$ cat config.mk
export PLATFORM = sky130hd
export DESIGN_NAME = nasti_reg_slice_flat
export DESIGN_NICKNAME = d
export VERILOG_FILES = /design/src/rtl/nasti_pkg.sv /design/src/rtl/nasti_channel.sv /design/src/rtl/nasti_skid_buf.sv /design/src/rtl/nasti_reg_slice.sv /design/src/flat_wrapper.sv
export SDC_FILE = /design/constraint.sdc
export NUM_CORES = 1
export LEC_CHECK = 0
export CAP_MARGIN = 20
export CORE_AREA = 2 2 319 321
export DETAILED_ROUTE_END_ITERATION = 16
export DIE_AREA = 0 0 321 323
export GPL_TIMING_DRIVEN = 1
export PLACE_DENSITY = 0.69
export SLEW_MARGIN = 5
export SYNTH_ARGS = -nofsm -noshare
export SYNTH_HDL_FRONTEND = slang
export SYNTH_SLANG_ARGS = --single-unit
export TNS_END_PERCENT = 100
$ cat constraint.sdc
create_clock -name clk -period 5.9 [get_ports clk]
set_clock_uncertainty 0.2 [all_clocks]
set_input_delay 1.77 -clock clk [delete_from_list [all_inputs] [get_ports clk]]
set_output_delay 1.77 -clock clk [all_outputs]
set_load 0.02 [all_outputs]
$ cat src/rtl/nasti_pkg.sv
`default_nettype none
// ============================================================================
// nasti_pkg
// Shared constants, payload-width helpers and the skid buffer state type
// for the NASTI register slice.
// Revision: 1.0 - initial release
// ============================================================================
package nasti_pkg;

  // Fixed AXI4 field widths
  localparam int c_len_w    = 8;
  localparam int c_size_w   = 3;
  localparam int c_burst_w  = 2;
  localparam int c_lock_w   = 1;
  localparam int c_cache_w  = 4;
  localparam int c_prot_w   = 3;
  localparam int c_qos_w    = 4;
  localparam int c_region_w = 4;
  localparam int c_resp_w   = 2;
  localparam int c_last_w   = 1;

  // Two-entry skid buffer occupancy
  typedef enum logic [1:0] {
    EMPTY = 2'd0,
    ONE   = 2'd1,
    FULL  = 2'd2
  } skid_state_e;

  // AW / AR flat payload width
  function automatic int ax_width(input int id_w, input int addr_w, input int user_w);
    return id_w + addr_w + c_len_w + c_size_w + c_burst_w + c_lock_w +
           c_cache_w + c_prot_w + c_qos_w + c_region_w + user_w;
  endfunction

  // W flat payload width (data + strobe + last + user)
  function automatic int w_width(input int data_w, input int user_w);
    return data_w + data_w / 8 + c_last_w + user_w;
  endfunction

  // B flat payload width
  function automatic int b_width(input int id_w, input int user_w);
    return id_w + c_resp_w + user_w;
  endfunction

  // R flat payload width
  function automatic int r_width(input int id_w, input int data_w, input int user_w);
    return id_w + data_w + c_resp_w + c_last_w + user_w;
  endfunction

endpackage
`default_nettype wire

$ cat src/rtl/nasti_channel.sv
`default_nettype none
// ============================================================================
// nasti_channel
// NASTI (AXI4) five-channel bundle. The master modport drives AW/W/AR and
// the B/R ready lines; the slave modport is the mirror image.
// Revision: 1.0 - initial release
// ============================================================================
interface nasti_channel #(
  parameter int ID_WIDTH   = 8,
  parameter int ADDR_WIDTH = 16,
  parameter int DATA_WIDTH = 128,
  parameter int USER_WIDTH = 1
);
  // AW
  logic [ID_WIDTH-1:0]     aw_id;
  logic [ADDR_WIDTH-1:0]   aw_addr;
  logic [7:0]              aw_len;
  logic [2:0]              aw_size;
  logic [1:0]              aw_burst;
  logic                    aw_lock;
  logic [3:0]              aw_cache;
  logic [2:0]              aw_prot;
  logic [3:0]              aw_qos;
  logic [3:0]              aw_region;
  logic [USER_WIDTH-1:0]   aw_user;
  logic                    aw_valid;
  logic                    aw_ready;
  // W
  logic [DATA_WIDTH-1:0]   w_data;
  logic [DATA_WIDTH/8-1:0] w_strb;
  logic                    w_last;
  logic [USER_WIDTH-1:0]   w_user;
  logic                    w_valid;
  logic                    w_ready;
  // B
  logic [ID_WIDTH-1:0]     b_id;
  logic [1:0]              b_resp;
  logic [USER_WIDTH-1:0]   b_user;
  logic                    b_valid;
  logic                    b_ready;
  // AR
  logic [ID_WIDTH-1:0]     ar_id;
  logic [ADDR_WIDTH-1:0]   ar_addr;
  logic [7:0]              ar_len;
  logic [2:0]              ar_size;
  logic [1:0]              ar_burst;
  logic                    ar_lock;
  logic [3:0]              ar_cache;
  logic [2:0]              ar_prot;
  logic [3:0]              ar_qos;
  logic [3:0]              ar_region;
  logic [USER_WIDTH-1:0]   ar_user;
  logic                    ar_valid;
  logic                    ar_ready;
  // R
  logic [ID_WIDTH-1:0]     r_id;
  logic [DATA_WIDTH-1:0]   r_data;
  logic [1:0]              r_resp;
  logic                    r_last;
  logic [USER_WIDTH-1:0]   r_user;
  logic                    r_valid;
  logic                    r_ready;

  modport master (
    output aw_id, aw_addr, aw_len, aw_size, aw_burst, aw_lock, aw_cache,
           aw_prot, aw_qos, aw_region, aw_user, aw_valid,
    input  aw_ready,
    output w_data, w_strb, w_last, w_user, w_valid,
    input  w_ready,
    input  b_id, b_resp, b_user, b_valid,
    output b_ready,
    output ar_id, ar_addr, ar_len, ar_size, ar_burst, ar_lock, ar_cache,
           ar_prot, ar_qos, ar_region, ar_user, ar_valid,
    input  ar_ready,
    input  r_id, r_data, r_resp, r_last, r_user, r_valid,
    output r_ready
  );

  modport slave (
    input  aw_id, aw_addr, aw_len, aw_size, aw_burst, aw_lock, aw_cache,
           aw_prot, aw_qos, aw_region, aw_user, aw_valid,
    output aw_ready,
    input  w_data, w_strb, w_last, w_user, w_valid,
    output w_ready,
    output b_id, b_resp, b_user, b_valid,
    input  b_ready,
    input  ar_id, ar_addr, ar_len, ar_size, ar_burst, ar_lock, ar_cache,
           ar_prot, ar_qos, ar_region, ar_user, ar_valid,
    output ar_ready,
    output r_id, r_data, r_resp, r_last, r_user, r_valid,
    input  r_ready
  );

endinterface
`default_nettype wire

$ cat src/rtl/nasti_skid_buf.sv
`default_nettype none
// ============================================================================
// nasti_skid_buf
// Two-entry registered skid buffer for one valid/ready channel. Both the
// output payload/valid and the input ready come straight from flops, so no
// combinational path crosses the buffer in either direction.
// Revision: 1.0 - initial release
// ============================================================================
module nasti_skid_buf
  import nasti_pkg::*;
#(
  parameter int WIDTH = 8
) (
  input  wire logic             clk,
  input  wire logic             rst,
  // upstream side
  input  wire logic             i_valid,
  output logic                  o_ready,
  input  wire logic [WIDTH-1:0] i_data,
  // downstream side
  output logic                  o_valid,
  input  wire logic             i_ready,
  output logic [WIDTH-1:0]      o_data
);

  skid_state_e      r_state;
  skid_state_e      w_state_nxt;
  logic [WIDTH-1:0] r_main;
  logic [WIDTH-1:0] r_skid;
  logic             w_push;
  logic             w_pop;

  assign w_push = i_valid & o_ready;
  assign w_pop  = o_valid & i_ready;
  assign o_data = r_main;

  // State register: only the occupancy is reset, buffered beats are dropped.
  always_ff @(posedge clk or posedge rst) begin
    if (rst) begin
      r_state <= EMPTY;
    end else begin
      r_state <= w_state_nxt;
    end
  end

  // Next-state: track occupancy from push/pop of this cycle.
  always_comb begin
    w_state_nxt = r_state;
    case (r_state)
      EMPTY: begin
        if (w_push) w_state_nxt = ONE;
      end
      ONE: begin
        if (w_push && !w_pop)      w_state_nxt = FULL;
        else if (w_pop && !w_push) w_state_nxt = EMPTY;
      end
      FULL: begin
        if (w_pop) w_state_nxt = ONE;
      end
      default: w_state_nxt = EMPTY;
    endcase
  end

  // Outputs: ready is held low while in reset so nothing is accepted then.
  always_comb begin
    o_valid = (r_state != EMPTY);
    o_ready = (r_state != FULL) && !rst;
  end

  // Payload: main holds the head beat, skid catches the beat arriving while
  // the head is stalled. No reset needed; validity lives in the state.
  always_ff @(posedge clk) begin
    case (r_state)
      EMPTY: begin
        if (w_push) r_main <= i_data;
      end
      ONE: begin
        if (w_push && w_pop) r_main <= i_data;
        else if (w_push)     r_skid <= i_data;
      end
      FULL: begin
        if (w_pop) r_main <= r_skid;
      end
      default: ;
    endcase
  end

endmodule
`default_nettype wire

$ cat src/rtl/nasti_reg_slice.sv
`default_nettype none
// ============================================================================
// nasti_reg_slice
// Fully registered NASTI (AXI4) pipeline stage. AW, W and AR flow s -> m,
// B and R flow m -> s, each through its own two-entry skid buffer. Payload
// fields are packed into flat vectors around the buffers.
// Revision: 1.0 - initial release
// ============================================================================
module nasti_reg_slice
  import nasti_pkg::*;
#(
  parameter int ID_WIDTH   = 8,
  parameter int ADDR_WIDTH = 16,
  parameter int DATA_WIDTH = 128,
  parameter int USER_WIDTH = 1
) (
  input  wire logic     clk,
  input  wire logic     rst,
  nasti_channel.slave   s,
  nasti_channel.master  m
);

  localparam int c_ax_w = ax_width(ID_WIDTH, ADDR_WIDTH, USER_WIDTH);
  localparam int c_w_w  = w_width(DATA_WIDTH, USER_WIDTH);
  localparam int c_b_w  = b_width(ID_WIDTH, USER_WIDTH);
  localparam int c_r_w  = r_width(ID_WIDTH, DATA_WIDTH, USER_WIDTH);

  logic [c_ax_w-1:0] w_aw_in, w_aw_out;
  logic [c_w_w-1:0]  w_w_in,  w_w_out;
  logic [c_ax_w-1:0] w_ar_in, w_ar_out;
  logic [c_b_w-1:0]  w_b_in,  w_b_out;
  logic [c_r_w-1:0]  w_r_in,  w_r_out;

  // AW: s -> m
  assign w_aw_in = {s.aw_id, s.aw_addr, s.aw_len, s.aw_size, s.aw_burst, s.aw_lock,
                    s.aw_cache, s.aw_prot, s.aw_qos, s.aw_region, s.aw_user};
  assign {m.aw_id, m.aw_addr, m.aw_len, m.aw_size, m.aw_burst, m.aw_lock,
          m.aw_cache, m.aw_prot, m.aw_qos, m.aw_region, m.aw_user} = w_aw_out;

  nasti_skid_buf #(.WIDTH(c_ax_w)) u_aw (
    .clk     (clk),
    .rst     (rst),
    .i_valid (s.aw_valid),
    .o_ready (s.aw_ready),
    .i_data  (w_aw_in),
    .o_valid (m.aw_valid),
    .i_ready (m.aw_ready),
    .o_data  (w_aw_out)
  );

  // W: s -> m
  assign w_w_in = {s.w_data, s.w_strb, s.w_last, s.w_user};
  assign {m.w_data, m.w_strb, m.w_last, m.w_user} = w_w_out;

  nasti_skid_buf #(.WIDTH(c_w_w)) u_w (
    .clk     (clk),
    .rst     (rst),
    .i_valid (s.w_valid),
    .o_ready (s.w_ready),
    .i_data  (w_w_in),
    .o_valid (m.w_valid),
    .i_ready (m.w_ready),
    .o_data  (w_w_out)
  );

  // AR: s -> m
  assign w_ar_in = {s.ar_id, s.ar_addr, s.ar_len, s.ar_size, s.ar_burst, s.ar_lock,
                    s.ar_cache, s.ar_prot, s.ar_qos, s.ar_region, s.ar_user};
  assign {m.ar_id, m.ar_addr, m.ar_len, m.ar_size, m.ar_burst, m.ar_lock,
          m.ar_cache, m.ar_prot, m.ar_qos, m.ar_region, m.ar_user} = w_ar_out;

  nasti_skid_buf #(.WIDTH(c_ax_w)) u_ar (
    .clk     (clk),
    .rst     (rst),
    .i_valid (s.ar_valid),
    .o_ready (s.ar_ready),
    .i_data  (w_ar_in),
    .o_valid (m.ar_valid),
    .i_ready (m.ar_ready),
    .o_data  (w_ar_out)
  );

  // B: m -> s
  assign w_b_in = {m.b_id, m.b_resp, m.b_user};
  assign {s.b_id, s.b_resp, s.b_user} = w_b_out;

  nasti_skid_buf #(.WIDTH(c_b_w)) u_b (
    .clk     (clk),
    .rst     (rst),
    .i_valid (m.b_valid),
    .o_ready (m.b_ready),
    .i_data  (w_b_in),
    .o_valid (s.b_valid),
    .i_ready (s.b_ready),
    .o_data  (w_b_out)
  );

  // R: m -> s
  assign w_r_in = {m.r_id, m.r_data, m.r_resp, m.r_last, m.r_user};
  assign {s.r_id, s.r_data, s.r_resp, s.r_last, s.r_user} = w_r_out;

  nasti_skid_buf #(.WIDTH(c_r_w)) u_r (
    .clk     (clk),
    .rst     (rst),
    .i_valid (m.r_valid),
    .o_ready (m.r_ready),
    .i_data  (w_r_in),
    .o_valid (s.r_valid),
    .i_ready (s.r_ready),
    .o_data  (w_r_out)
  );

endmodule
`default_nettype wire

$ cat src/flat_wrapper.sv
// flat-port wrapper written by rule: the top's interface ports become plain ports
module nasti_reg_slice_flat import nasti_pkg::*;
#(
  parameter int ID_WIDTH   = 8,
  parameter int ADDR_WIDTH = 16,
  parameter int DATA_WIDTH = 128,
  parameter int USER_WIDTH = 1
)
  (clk, rst, s_aw_id, s_aw_addr, s_aw_len, s_aw_size, s_aw_burst, s_aw_lock, s_aw_cache, s_aw_prot, s_aw_qos, s_aw_region, s_aw_user, s_aw_valid, s_aw_ready, s_w_data, s_w_strb, s_w_last, s_w_user, s_w_valid, s_w_ready, s_b_id, s_b_resp, s_b_user, s_b_valid, s_b_ready, s_ar_id, s_ar_addr, s_ar_len, s_ar_size, s_ar_burst, s_ar_lock, s_ar_cache, s_ar_prot, s_ar_qos, s_ar_region, s_ar_user, s_ar_valid, s_ar_ready, s_r_id, s_r_data, s_r_resp, s_r_last, s_r_user, s_r_valid, s_r_ready, m_aw_id, m_aw_addr, m_aw_len, m_aw_size, m_aw_burst, m_aw_lock, m_aw_cache, m_aw_prot, m_aw_qos, m_aw_region, m_aw_user, m_aw_valid, m_aw_ready, m_w_data, m_w_strb, m_w_last, m_w_user, m_w_valid, m_w_ready, m_b_id, m_b_resp, m_b_user, m_b_valid, m_b_ready, m_ar_id, m_ar_addr, m_ar_len, m_ar_size, m_ar_burst, m_ar_lock, m_ar_cache, m_ar_prot, m_ar_qos, m_ar_region, m_ar_user, m_ar_valid, m_ar_ready, m_r_id, m_r_data, m_r_resp, m_r_last, m_r_user, m_r_valid, m_r_ready);
  nasti_channel #(.ID_WIDTH(ID_WIDTH), .ADDR_WIDTH(ADDR_WIDTH), .DATA_WIDTH(DATA_WIDTH), .USER_WIDTH(USER_WIDTH)) s_i ();
  nasti_channel #(.ID_WIDTH(ID_WIDTH), .ADDR_WIDTH(ADDR_WIDTH), .DATA_WIDTH(DATA_WIDTH), .USER_WIDTH(USER_WIDTH)) m_i ();
  input  wire logic clk;
  input  wire logic rst;
  input wire logic [$bits(s_i.aw_id)-1:0] s_aw_id;
  input wire logic [$bits(s_i.aw_addr)-1:0] s_aw_addr;
  input wire logic [$bits(s_i.aw_len)-1:0] s_aw_len;
  input wire logic [$bits(s_i.aw_size)-1:0] s_aw_size;
  input wire logic [$bits(s_i.aw_burst)-1:0] s_aw_burst;
  input wire logic [$bits(s_i.aw_lock)-1:0] s_aw_lock;
  input wire logic [$bits(s_i.aw_cache)-1:0] s_aw_cache;
  input wire logic [$bits(s_i.aw_prot)-1:0] s_aw_prot;
  input wire logic [$bits(s_i.aw_qos)-1:0] s_aw_qos;
  input wire logic [$bits(s_i.aw_region)-1:0] s_aw_region;
  input wire logic [$bits(s_i.aw_user)-1:0] s_aw_user;
  input wire logic [$bits(s_i.aw_valid)-1:0] s_aw_valid;
  output wire logic [$bits(s_i.aw_ready)-1:0] s_aw_ready;
  input wire logic [$bits(s_i.w_data)-1:0] s_w_data;
  input wire logic [$bits(s_i.w_strb)-1:0] s_w_strb;
  input wire logic [$bits(s_i.w_last)-1:0] s_w_last;
  input wire logic [$bits(s_i.w_user)-1:0] s_w_user;
  input wire logic [$bits(s_i.w_valid)-1:0] s_w_valid;
  output wire logic [$bits(s_i.w_ready)-1:0] s_w_ready;
  output wire logic [$bits(s_i.b_id)-1:0] s_b_id;
  output wire logic [$bits(s_i.b_resp)-1:0] s_b_resp;
  output wire logic [$bits(s_i.b_user)-1:0] s_b_user;
  output wire logic [$bits(s_i.b_valid)-1:0] s_b_valid;
  input wire logic [$bits(s_i.b_ready)-1:0] s_b_ready;
  input wire logic [$bits(s_i.ar_id)-1:0] s_ar_id;
  input wire logic [$bits(s_i.ar_addr)-1:0] s_ar_addr;
  input wire logic [$bits(s_i.ar_len)-1:0] s_ar_len;
  input wire logic [$bits(s_i.ar_size)-1:0] s_ar_size;
  input wire logic [$bits(s_i.ar_burst)-1:0] s_ar_burst;
  input wire logic [$bits(s_i.ar_lock)-1:0] s_ar_lock;
  input wire logic [$bits(s_i.ar_cache)-1:0] s_ar_cache;
  input wire logic [$bits(s_i.ar_prot)-1:0] s_ar_prot;
  input wire logic [$bits(s_i.ar_qos)-1:0] s_ar_qos;
  input wire logic [$bits(s_i.ar_region)-1:0] s_ar_region;
  input wire logic [$bits(s_i.ar_user)-1:0] s_ar_user;
  input wire logic [$bits(s_i.ar_valid)-1:0] s_ar_valid;
  output wire logic [$bits(s_i.ar_ready)-1:0] s_ar_ready;
  output wire logic [$bits(s_i.r_id)-1:0] s_r_id;
  output wire logic [$bits(s_i.r_data)-1:0] s_r_data;
  output wire logic [$bits(s_i.r_resp)-1:0] s_r_resp;
  output wire logic [$bits(s_i.r_last)-1:0] s_r_last;
  output wire logic [$bits(s_i.r_user)-1:0] s_r_user;
  output wire logic [$bits(s_i.r_valid)-1:0] s_r_valid;
  input wire logic [$bits(s_i.r_ready)-1:0] s_r_ready;
  output wire logic [$bits(m_i.aw_id)-1:0] m_aw_id;
  output wire logic [$bits(m_i.aw_addr)-1:0] m_aw_addr;
  output wire logic [$bits(m_i.aw_len)-1:0] m_aw_len;
  output wire logic [$bits(m_i.aw_size)-1:0] m_aw_size;
  output wire logic [$bits(m_i.aw_burst)-1:0] m_aw_burst;
  output wire logic [$bits(m_i.aw_lock)-1:0] m_aw_lock;
  output wire logic [$bits(m_i.aw_cache)-1:0] m_aw_cache;
  output wire logic [$bits(m_i.aw_prot)-1:0] m_aw_prot;
  output wire logic [$bits(m_i.aw_qos)-1:0] m_aw_qos;
  output wire logic [$bits(m_i.aw_region)-1:0] m_aw_region;
  output wire logic [$bits(m_i.aw_user)-1:0] m_aw_user;
  output wire logic [$bits(m_i.aw_valid)-1:0] m_aw_valid;
  input wire logic [$bits(m_i.aw_ready)-1:0] m_aw_ready;
  output wire logic [$bits(m_i.w_data)-1:0] m_w_data;
  output wire logic [$bits(m_i.w_strb)-1:0] m_w_strb;
  output wire logic [$bits(m_i.w_last)-1:0] m_w_last;
  output wire logic [$bits(m_i.w_user)-1:0] m_w_user;
  output wire logic [$bits(m_i.w_valid)-1:0] m_w_valid;
  input wire logic [$bits(m_i.w_ready)-1:0] m_w_ready;
  input wire logic [$bits(m_i.b_id)-1:0] m_b_id;
  input wire logic [$bits(m_i.b_resp)-1:0] m_b_resp;
  input wire logic [$bits(m_i.b_user)-1:0] m_b_user;
  input wire logic [$bits(m_i.b_valid)-1:0] m_b_valid;
  output wire logic [$bits(m_i.b_ready)-1:0] m_b_ready;
  output wire logic [$bits(m_i.ar_id)-1:0] m_ar_id;
  output wire logic [$bits(m_i.ar_addr)-1:0] m_ar_addr;
  output wire logic [$bits(m_i.ar_len)-1:0] m_ar_len;
  output wire logic [$bits(m_i.ar_size)-1:0] m_ar_size;
  output wire logic [$bits(m_i.ar_burst)-1:0] m_ar_burst;
  output wire logic [$bits(m_i.ar_lock)-1:0] m_ar_lock;
  output wire logic [$bits(m_i.ar_cache)-1:0] m_ar_cache;
  output wire logic [$bits(m_i.ar_prot)-1:0] m_ar_prot;
  output wire logic [$bits(m_i.ar_qos)-1:0] m_ar_qos;
  output wire logic [$bits(m_i.ar_region)-1:0] m_ar_region;
  output wire logic [$bits(m_i.ar_user)-1:0] m_ar_user;
  output wire logic [$bits(m_i.ar_valid)-1:0] m_ar_valid;
  input wire logic [$bits(m_i.ar_ready)-1:0] m_ar_ready;
  input wire logic [$bits(m_i.r_id)-1:0] m_r_id;
  input wire logic [$bits(m_i.r_data)-1:0] m_r_data;
  input wire logic [$bits(m_i.r_resp)-1:0] m_r_resp;
  input wire logic [$bits(m_i.r_last)-1:0] m_r_last;
  input wire logic [$bits(m_i.r_user)-1:0] m_r_user;
  input wire logic [$bits(m_i.r_valid)-1:0] m_r_valid;
  output wire logic [$bits(m_i.r_ready)-1:0] m_r_ready;
  assign s_i.aw_id = s_aw_id;
  assign s_i.aw_addr = s_aw_addr;
  assign s_i.aw_len = s_aw_len;
  assign s_i.aw_size = s_aw_size;
  assign s_i.aw_burst = s_aw_burst;
  assign s_i.aw_lock = s_aw_lock;
  assign s_i.aw_cache = s_aw_cache;
  assign s_i.aw_prot = s_aw_prot;
  assign s_i.aw_qos = s_aw_qos;
  assign s_i.aw_region = s_aw_region;
  assign s_i.aw_user = s_aw_user;
  assign s_i.aw_valid = s_aw_valid;
  assign s_aw_ready = s_i.aw_ready;
  assign s_i.w_data = s_w_data;
  assign s_i.w_strb = s_w_strb;
  assign s_i.w_last = s_w_last;
  assign s_i.w_user = s_w_user;
  assign s_i.w_valid = s_w_valid;
  assign s_w_ready = s_i.w_ready;
  assign s_b_id = s_i.b_id;
  assign s_b_resp = s_i.b_resp;
  assign s_b_user = s_i.b_user;
  assign s_b_valid = s_i.b_valid;
  assign s_i.b_ready = s_b_ready;
  assign s_i.ar_id = s_ar_id;
  assign s_i.ar_addr = s_ar_addr;
  assign s_i.ar_len = s_ar_len;
  assign s_i.ar_size = s_ar_size;
  assign s_i.ar_burst = s_ar_burst;
  assign s_i.ar_lock = s_ar_lock;
  assign s_i.ar_cache = s_ar_cache;
  assign s_i.ar_prot = s_ar_prot;
  assign s_i.ar_qos = s_ar_qos;
  assign s_i.ar_region = s_ar_region;
  assign s_i.ar_user = s_ar_user;
  assign s_i.ar_valid = s_ar_valid;
  assign s_ar_ready = s_i.ar_ready;
  assign s_r_id = s_i.r_id;
  assign s_r_data = s_i.r_data;
  assign s_r_resp = s_i.r_resp;
  assign s_r_last = s_i.r_last;
  assign s_r_user = s_i.r_user;
  assign s_r_valid = s_i.r_valid;
  assign s_i.r_ready = s_r_ready;
  assign m_aw_id = m_i.aw_id;
  assign m_aw_addr = m_i.aw_addr;
  assign m_aw_len = m_i.aw_len;
  assign m_aw_size = m_i.aw_size;
  assign m_aw_burst = m_i.aw_burst;
  assign m_aw_lock = m_i.aw_lock;
  assign m_aw_cache = m_i.aw_cache;
  assign m_aw_prot = m_i.aw_prot;
  assign m_aw_qos = m_i.aw_qos;
  assign m_aw_region = m_i.aw_region;
  assign m_aw_user = m_i.aw_user;
  assign m_aw_valid = m_i.aw_valid;
  assign m_i.aw_ready = m_aw_ready;
  assign m_w_data = m_i.w_data;
  assign m_w_strb = m_i.w_strb;
  assign m_w_last = m_i.w_last;
  assign m_w_user = m_i.w_user;
  assign m_w_valid = m_i.w_valid;
  assign m_i.w_ready = m_w_ready;
  assign m_i.b_id = m_b_id;
  assign m_i.b_resp = m_b_resp;
  assign m_i.b_user = m_b_user;
  assign m_i.b_valid = m_b_valid;
  assign m_b_ready = m_i.b_ready;
  assign m_ar_id = m_i.ar_id;
  assign m_ar_addr = m_i.ar_addr;
  assign m_ar_len = m_i.ar_len;
  assign m_ar_size = m_i.ar_size;
  assign m_ar_burst = m_i.ar_burst;
  assign m_ar_lock = m_i.ar_lock;
  assign m_ar_cache = m_i.ar_cache;
  assign m_ar_prot = m_i.ar_prot;
  assign m_ar_qos = m_i.ar_qos;
  assign m_ar_region = m_i.ar_region;
  assign m_ar_user = m_i.ar_user;
  assign m_ar_valid = m_i.ar_valid;
  assign m_i.ar_ready = m_ar_ready;
  assign m_i.r_id = m_r_id;
  assign m_i.r_data = m_r_data;
  assign m_i.r_resp = m_r_resp;
  assign m_i.r_last = m_r_last;
  assign m_i.r_user = m_r_user;
  assign m_i.r_valid = m_r_valid;
  assign m_r_ready = m_i.r_ready;
  nasti_reg_slice #(.ID_WIDTH(ID_WIDTH), .ADDR_WIDTH(ADDR_WIDTH), .DATA_WIDTH(DATA_WIDTH), .USER_WIDTH(USER_WIDTH)) u_core (.clk(clk), .rst(rst), .s(s_i), .m(m_i));
endmodule
==> metrics, run 1 <==
Max Fclk=191 MHz; Power Density=357 mW/mm2; Starting Density=between 30% and 40%; max-cap viol count=0; Critical Path AT=3260 ps; drt first-iter violations=just under 1000; maximum vdd ir drop=~0.26 mV; Ys Warns=0; Leak=approximately 15 nW; RD Place Congestion=0.840; Post-CTS Hold Fix Bufs=0; initial antenna violation count=15; IO Port Bufs=just over 800; critical path class=in2out; max-slew violations=0; Syn Nets=around 1800; setup ws final=around 670 ps; CTS tree=built; Worst path max stage delay=660 ps; Detail Route Antenna Nets=0; Post-synth EDFFs=810; status=complete, no violations; CTS buffer count=between 80 and 90; crit path cell chain=clkdlybuf4s50_1 > buf_4 > nor2_1 > clkdlybuf4s50_1; CTS root buf=clkbuf_16; DR vias/cell=4.45; wire per inst=21.9 um; first-pass GRT wire length=roughly 110 mm; htree depth=3; routed vias=approximately 16000; Hold Path Class=reg2reg; Fillers=8745; startpoint types=primary input; Tmin final=5230 ps; Die Area=around 0.10 mm2; prevailing post-synth register cell=edfxtp_1; post-route setup TNS=0 ps; # clock sinks=820; worst skew pair latency=640 ps; layout cells sized above 1=~24%; Resize count post-CTS=0; Final Hold Viols=0; sequential fraction of the synthesis area=between 70% and 80%; RSZ-0062 raised after global routing=false; synth unique cells=30; clk slew on worst S/H paths=roughly 60 ps; synth cell count leaders=edfxtp_1 (810), mux2_2 (253), mux2_4 (152), nand2_1 (20), inv_1 (14); grt total ovfl=0; Crit-path slowest cell=clkdlybuf4s50_1; layout net count=2691; top-area cell type share of the netlist area=about 80%; drt total wl=around 80 mm; Synth Instances=~1400; Core Rows=117; final setup violation count=0; Synth area leaders=edfxtp_1 (79%), mux2_2 (9.3%), mux2_4 (7.4%); most common cell in the synthesized netlist=edfxtp_1; mapped cell area=just over 0.03 mm2; top cell type by total area after synthesis=edfxtp_1; Tightest Pin Transition=roughly 1000 ps; io pins=approximately 830; Crit Path Max Fanout=11; DRC=0; pre-CTS setup slack=~660 ps; hpwl dp=58.3 mm; largest net degree at the start of global routing=150; Tcrit/Tclk final=approximately 89%; Clock Tree Buf Depth=3; required time of the critical path=just under 4000 ps; Worst setup EP type=output port; Die W=321 um; GR Util All Layers=around 15%; vias in the first global route=approximately 17000; setup bufs post-CTS=0; core area=0.101 mm2; Max transition margin=between 30% and 40%; TritonRoute pass-1 iters=5; Worst Path Buf+Inv=3; most used cell, CP=clkdlybuf4s50_1; CP top delay family=buffers and inverters; register bit count reported by yosys=820; Die Y-Extent=roughly 320 um; Avg Inst Size Synth=~23 um2; Synth-to-Final Area Change=40.7%; Async SR Flop Fraction=roughly 1.2%
[registers in the layout, summed over array words and instances (netlist names)]
| name | cells |
|---|---|
| u_core.u_ar.r_skid | 54 |
| u_core.u_b.r_state | 2 |
| u_core.u_b.r_skid | 11 |
| u_core.u_r.o_data | 140 |
| u_core.u_aw.r_skid | 54 |
| u_core.u_aw.r_state | 2 |
| u_core.u_ar.r_state | 2 |
| u_core.u_w.r_skid | 146 |
| u_core.u_w.r_state | 2 |
| u_core.u_b.o_data | 11 |
| u_core.u_aw.o_data | 54 |
| u_core.u_r.r_state | 2 |
| u_core.u_ar.o_data | 54 |
| u_core.u_w.o_data | 146 |
| u_core.u_r.r_skid | 140 |
[layout by cell type (no fill, tap or decap), types with 14 or more instances in the layout]
cell type	Yosys	routed
edfxtp_1	810	810
clkinv_1	0	21
inv_1	14	14
clkbuf_16	0	88
clkbuf_1	1	21
nand2_1	20	17
clkdlybuf4s50_1	0	831
mux2_2	253	253
mux2_4	152	152
buf_4	13	22
[report_power, final]
part / internal (W) / total (W) / switching, W
clock network: 0.00289 / 0.00518 / 0.00228
logic: 0.00129 / 0.00277 / 0.00148
registers: 0.00728 / 0.00751 / 0.000231
[layer usage]
layer,vias up,global-route usage [%],part of all wire (%)
li1,7252,-,-
met1,8179,16.8,38
met2,655,24.9,50
met3,128,5.66,9.0
met4,2,5.46,2.8
met5,-,0,0.016
[final timing paths]
path,start,end,slack (ps),cells past startpoint
worst min register to register,u_core.u_aw.r_state[1],u_core.u_aw.r_state[0],330,1
min in group asynchronous,rst,u_core.u_ar.r_state[0],1600,3
worst min-delay path,u_core.u_aw.r_state[1],u_core.u_aw.r_state[0],330,1
worst max register to register,u_core.u_w.r_state[0],u_core.u_w.o_data[122],2580,5
max in group asynchronous,rst,u_core.u_r.r_state[1],3310,4
worst max-delay path,rst,s_w_ready,670,4
[area by class of cell]
type / count / area (um2) / share of cell area (%)
multi-input combinational: 482 / 5710 / 13.2
antenna: 8 / 20.0 / 0.0462
timing repair buffer: 860 / 8620 / 19.9
clock inverter: 46 / 409 / 0.945
clock buffer: 109 / 2280 / 5.27
inverter: 14 / 52.6 / 0.121
sequential: 820 / 24600 / 56.7
tap: 1309 / 1640 / 3.78
[stage by stage]
step	utilization [%]	hold slack, ps	std cells	total power [W]	instance area [um2]
2_1_floorplan	-	265	1364	0.00896	30800
5_1_grt	43.0	352	3647	0.0160	43300
6_report	43.0	329	3648	0.0155	43300
3_5_place_dp	40.3	328	3485	0.0104	40600
3_3_place_gp	40.3	314	3484	0.0104	40600
4_1_cts	43.0	330	3640	0.0156	43300
[cells by family (layout without fill, tap and decap cells)]
| kind of cell | Yosys count | count (layout) | synth area share (%) |
|---|---|---|---|
| flops | 820 | 820 | 79.9 |
| simple gates | 53 | 53 | 0.919 |
| mux | 406 | 406 | 16.7 |
| buf+inv | 62 | 1029 | 1.83 |
| fa+ha+maj | 9 | 9 | 0.366 |
| compound gates | 14 | 14 | 0.325 |
| other cells | 0 | 8 | 0 |
No activity file was read; power rests on OpenSTA's default activity.
==> run 2, diff against run 1 <==
CTS_CLUSTER_DIAMETER = 200   (was not set)
==> results of run 2 <==
Same layout as run 1: the final DEF is identical, and so are final timing and power.
